File: src/rtl/decode.sv
// rtl/decode.sv - RV32I decode stage: operand select, class flags, immediates, busy scoreboard
// and a single output pipeline register feeding execute.
module decode #(
  parameter int XLEN = 32,
  parameter int NREG = 32
) (
  input  logic            clk,
  input  logic            reset,
  input  logic            in_valid,
  output logic            in_ready,
  input  logic [31:0]     instr,
  input  logic [XLEN-1:0] pc,
  output logic [4:0]      rs1_addr,
  output logic [4:0]      rs2_addr,
  input  logic [XLEN-1:0] rs1_data,
  input  logic [XLEN-1:0] rs2_data,
  output logic            out_valid,
  input  logic            out_ready,
  input  logic            flush,
  input  logic            wb_valid,
  input  logic [4:0]      wb_dest,
  output logic            is_load,
  output logic            is_store,
  output logic            is_branch,
  output logic            is_jump,
  output logic            is_reg,
  output logic            is_alu,
  output logic [XLEN-1:0] operand_a,
  output logic [XLEN-1:0] operand_b,
  output logic [XLEN-1:0] branch_dest,
  output logic [XLEN-1:0] store_data,
  output logic [4:0]      dest,
  output logic [2:0]      func3,
  output logic            func7,
  output logic [XLEN-1:0] curr_pc,
  output logic            illegal
);

  localparam logic [6:0] OPC_OP     = 7'b0110011;
  localparam logic [6:0] OPC_OP_IMM = 7'b0010011;
  localparam logic [6:0] OPC_LUI    = 7'b0110111;
  localparam logic [6:0] OPC_AUIPC  = 7'b0010111;
  localparam logic [6:0] OPC_JAL    = 7'b1101111;
  localparam logic [6:0] OPC_JALR   = 7'b1100111;
  localparam logic [6:0] OPC_BRANCH = 7'b1100011;
  localparam logic [6:0] OPC_LOAD   = 7'b0000011;
  localparam logic [6:0] OPC_STORE  = 7'b0100011;

  logic [4:0]      rd;
  logic [XLEN-1:0] imm_i, imm_s, imm_b, imm_u, imm_j;
  logic            d_load, d_store, d_branch, d_jump, d_reg, d_alu, d_f7, d_bad;
  logic            use1, use2, writer, hazard, accept;
  logic [XLEN-1:0] d_a, d_b, d_bd, d_sd;
  logic [4:0]      d_dest;
  logic [2:0]      d_f3;
  logic [NREG-1:0] busy, busy_next;

  assign rs1_addr = instr[19:15];
  assign rs2_addr = instr[24:20];
  assign rd       = instr[11:7];

  assign imm_i = XLEN'(signed'(instr[31:20]));
  assign imm_s = XLEN'(signed'({instr[31:25], instr[11:7]}));
  assign imm_b = XLEN'(signed'({instr[31], instr[7], instr[30:25], instr[11:8], 1'b0}));
  assign imm_u = XLEN'(signed'({instr[31:12], 12'b0}));
  assign imm_j = XLEN'(signed'({instr[31], instr[19:12], instr[20], instr[30:21], 1'b0}));

  always_comb begin
    d_load = 1'b0; d_store = 1'b0; d_branch = 1'b0; d_jump = 1'b0;
    d_reg = 1'b0; d_alu = 1'b0; d_f7 = 1'b0; d_bad = 1'b0;
    use1 = 1'b0; use2 = 1'b0; writer = 1'b0;
    d_a = '0; d_b = '0; d_bd = '0; d_sd = '0;
    d_dest = rd;
    d_f3 = instr[14:12];
    case (instr[6:0])
      OPC_OP: begin
        d_alu = 1'b1; writer = 1'b1; use1 = 1'b1; use2 = 1'b1;
        d_a = rs1_data; d_b = rs2_data; d_f7 = instr[30];
      end
      OPC_OP_IMM: begin
        // instr[30] only carries meaning for the shift-right immediates
        d_alu = 1'b1; writer = 1'b1; use1 = 1'b1;
        d_a = rs1_data; d_b = imm_i; d_f7 = (instr[14:12] == 3'b101) & instr[30];
      end
      OPC_LUI: begin
        d_alu = 1'b1; writer = 1'b1; d_b = imm_u; d_f3 = 3'b000;
      end
      OPC_AUIPC: begin
        d_alu = 1'b1; writer = 1'b1; d_a = pc; d_b = imm_u; d_f3 = 3'b000;
      end
      OPC_JAL: begin
        d_jump = 1'b1; writer = 1'b1; d_a = imm_j; d_f3 = 3'b000;
      end
      OPC_JALR: begin
        d_jump = 1'b1; d_reg = 1'b1; writer = 1'b1; use1 = 1'b1;
        d_a = rs1_data; d_b = imm_i;
      end
      OPC_BRANCH: begin
        d_branch = 1'b1; use1 = 1'b1; use2 = 1'b1;
        d_a = rs1_data; d_b = rs2_data; d_bd = imm_b; d_dest = 5'd0;
      end
      OPC_LOAD: begin
        d_load = 1'b1; writer = 1'b1; use1 = 1'b1; d_a = rs1_data; d_b = imm_i;
      end
      OPC_STORE: begin
        d_store = 1'b1; use1 = 1'b1; use2 = 1'b1;
        d_a = rs1_data; d_b = imm_s; d_sd = rs2_data; d_dest = 5'd0;
      end
      default: begin
        d_bad = 1'b1; d_dest = 5'd0; d_f3 = 3'b000;
      end
    endcase
  end

  assign hazard = (use1 & (rs1_addr != 5'd0) & busy[rs1_addr])
                | (use2 & (rs2_addr != 5'd0) & busy[rs2_addr])
                | (writer & (rd != 5'd0) & busy[rd]);
  assign in_ready = (~out_valid | out_ready) & ~hazard & ~flush & ~illegal;
  assign accept   = in_valid & in_ready;

  // Set is applied last so a same-cycle writeback of the new destination loses.
  always_comb begin
    busy_next = busy;
    if (wb_valid) busy_next[wb_dest] = 1'b0;
    if (flush && out_valid) busy_next[dest] = 1'b0;
    if (accept && writer) busy_next[rd] = 1'b1;
    busy_next[0] = 1'b0;
  end

  always_ff @(posedge clk or posedge reset) begin
    if (reset) begin
      busy <= '0; out_valid <= 1'b0; illegal <= 1'b0;
      is_load <= 1'b0; is_store <= 1'b0; is_branch <= 1'b0;
      is_jump <= 1'b0; is_reg <= 1'b0; is_alu <= 1'b0;
      operand_a <= '0; operand_b <= '0; branch_dest <= '0; store_data <= '0;
      dest <= '0; func3 <= '0; func7 <= 1'b0; curr_pc <= '0;
    end else begin
      busy <= busy_next;
      if (flush) begin
        out_valid <= 1'b0;
      end else if (accept) begin
        out_valid <= ~d_bad;
        illegal <= illegal | d_bad;
        is_load <= d_load; is_store <= d_store; is_branch <= d_branch;
        is_jump <= d_jump; is_reg <= d_reg; is_alu <= d_alu;
        operand_a <= d_a; operand_b <= d_b; branch_dest <= d_bd; store_data <= d_sd;
        dest <= d_dest; func3 <= d_f3; func7 <= d_f7; curr_pc <= pc;
      end else if (out_ready) begin
        out_valid <= 1'b0;
      end
    end
  end

endmodule
File: config.mk
export PLATFORM = sky130hd
export DESIGN_NAME = decode
export DESIGN_NICKNAME = d
export VERILOG_FILES = /design/src/rtl/decode.sv
export SDC_FILE = /design/constraint.sdc
export NUM_CORES = 1
export LEC_CHECK = 0
export ABC_AREA = 1
export BUFFER_PORTS_ARGS = -buffer_cell sky130_fd_sc_hd__buf_4
export CELL_PAD_IN_SITES_DETAIL_PLACEMENT = 1
export CELL_PAD_IN_SITES_GLOBAL_PLACEMENT = 1
export CORE_MARGIN = 5
export CORE_UTILIZATION = 37
export CTS_CLUSTER_DIAMETER = 50
export DETAILED_ROUTE_END_ITERATION = 8
export GPL_ROUTABILITY_DRIVEN = 1
export PLACE_DENSITY = 0.88
export SLEW_MARGIN = 40
export SYNTH_ARGS = -nofsm -noshare
export SYNTH_HDL_FRONTEND = slang
export SYNTH_SLANG_ARGS = --single-unit
File: constraint.sdc
create_clock -name clk -period 7.91 [get_ports clk]
set_input_delay 1.582 -clock clk [delete_from_list [all_inputs] [get_ports clk]]
set_output_delay 1.582 -clock clk [all_outputs]
set_load 0.01 [all_outputs]
==> summary.txt <==
CP required - 6.33 ns
Worst-Skew Late Latency - 0.45 ns
RD Place Congestion - 0.9290
H-tree Lvls - 4
Worst Clk Skew - 0.01818 ns
Post-synth EDFFs - 0
final net count - 1729
Finished Cell Area - 13200 sq um
worst setup margin - 2.669 ns
initial DRC count - 847
share of cells above drive strength 1 - 24.77%
worst reg2reg setup slack - 5.03 ns
Slew HR - 50.57%
Synth Instances - 1346
cts-stage hold buffer count - 0
most used flip-flop cell after synthesis - dfrtp_1
Final Cycle Share - 66.26%
VDD IR max - 0.0001509 V
largest net degree at the start of global routing - 217
Vias per Instance - 5.583
Final Hold Viols - 0
CTS buffer count - 17
max-cap viol count - 0
dpl hpwl - 31.50 mm
antenna violations before repair - 0
Clock Tree Buf Depth - 2
post-CTS resize count - 0
RSZ-0062 raised after global routing - false
hold path depth - 2
via count - 10859
CTS root buffer - clkbuf_16
Post-Route WL - 43.10 mm
post-synthesis average cell area - 7.563 sq um
Synth Cell Area - 10180 sq um
port bufs - 325
Reg-to-Reg End - store_data[19]$_DFFE_PP0P_
R2R cell count - 16
P per Cell Area - 203.7 nW/um^2
Post-DRT Antenna Nets - 0
Tmin final - 5.241 ns
grt ovf - 0
Starting Density - 37.67%
commonest non-fill, non-tap cell in the layout - nand2_1
synth-to-layout area growth - 29.70%
max-slew violation count - 0
core box area - 27030 sq um
first-pass GRT wire length - 65.33 mm
total power - 0.002689 W
GRT Total Usage - 26.99%
Post-synth ARST share - 100.0%
endpoints failing setup - 0
CP Launch Type - input port
fmax - 190.8 MHz
most frequent cells in the layout - nand2_1 (434), buf_4 (331), dfrtp_1 (188)
Hold Crit Start - curr_pc[21]$_DFFE_PP0P_
Hold Path Sink - curr_pc[21]$_DFFE_PP0P_
reg2reg start - busy[30]$_DFF_PP0_
Synthesized Nets - 1485
die height - 175.9 um
Die ar. - 30930 sq um
pre-CTS WS - 2.677 ns
fin cells - 1945
Yosys cell types - 34
CP Capture Type - output pin
Die W - 175.9 um
I/O Pins - 327
Yosys reg bits - 188
Seq/Total Area, Yosys - 46.21%
number of global-route vias before repair - 11311
clk slew on worst S/H paths - 0.09 ns
Layout fillers - 3317
Worst Path Arrival - 3.66 ns
1st-pass router iterations - 5
Total Negative Setup Slacks - 0 ns
CTS tree - built
DRC - 0
HP Class - flop to flop
P_leak - 6.467 nW
placed insts - 1910
DR WL/cell - 22.16 um
status - finished, final reports clean
DP Area - 12520 sq um
CTS Sinks - 188
Least-Margin Pin Slew - 0.7415 ns
FP Rows - 60
crit-path max FO - 37
postcts setup bufs - 0
Yosys Warn Count - 0
CP Class - input port to output pin
[per-stage QoR]
step,utilization [%],hold WS [ns]
after floorplan,-,0.5057
after global placement,46.28,0.4551
after detailed placement,46.31,0.4608
after CTS,48.65,0.4828
after global routing,48.84,0.5074
final,48.85,0.4767
[where the power goes]
part | switching [W] | leakage, nW | internal, W
sequential | 0.0000739 | 2.57 | 0.00107
clock | 0.000455 | 0.303 | 0.000469
combinational | 0.000358 | 3.60 | 0.000261
total | 0.000887 | 6.47 | 0.00180
[metal layers]
layer,GRT usage [%],wire (um),up-vias,part of all wire [%]
li1,-,-,4960,-
met1,34.24,17450,5250,40
met2,43.40,20160,529,47
met3,7.189,3667,120,8.5
met4,11.96,1827,0,4.2
met5,0,0,-,0
[critical path, stage by stage]
cell and delay (ns):
buf_4 0.12, nor3_2 0.33, nand2_1 0.50, nand2_1 0.21, nor2_2 0.07, nand2_4 0.33, nand3_2 0.13, nand3_1 0.15
nor2_4 0.05, buf_4 0.16
[synthesized netlist by cell type (all sizes together) (15+ instances only)]
cell / number / area share, %
a21oi: 39 / 1.9
clkbuf: 28 / 1.0
o221ai: 31 / 2.7
nor3: 31 / 1.6
dfrtp: 188 / 46
o21ai: 156 / 7.7
nand3: 91 / 4.7
a221oi: 21 / 1.8
nand2: 440 / 16
nor2: 62 / 2.5
nand4: 31 / 1.9
o22ai: 15 / 0.92
inv: 113 / 4.2
buf: 82 / 5.2
[how the worst max path moves through the flow]
stage	from	endpoint	slack, ns	cells after the start
floorplan	reset	branch_dest[10]$_DFFE_PP0P_	1.21	1
global placement	instr[3]	in_ready	2.75	10
detailed placement	instr[3]	in_ready	2.68	10
CTS	instr[3]	in_ready	2.68	10
global route	instr[2]	in_ready	2.50	11
finish	instr[3]	in_ready	2.67	10
[area by class of cell]
cell class                      instances  area (sq um)  area share [%]
Antenna cell                            1         2.502         0.01895
Clock buffer                           18         439.2           3.326
Clock inverter                         14         192.7           1.459
Inverter                              115         446.7           3.383
Multi-Input combinational cell        933          4427           33.53
Sequential cell                       188          4705           35.63
Tap cell                              341         426.7           3.232
Timing Repair Buffer                  335          2564           19.42
[kinds of logic after synthesis]
group	synth area share (%)
flip-flops	46.21
AND/OR/NAND/NOR	27.16
AO/OA/AOI/OAI	16.08
other	0.03684
buffers and inverters	10.51
Note: power is estimated with default switching activity, not from simulation.
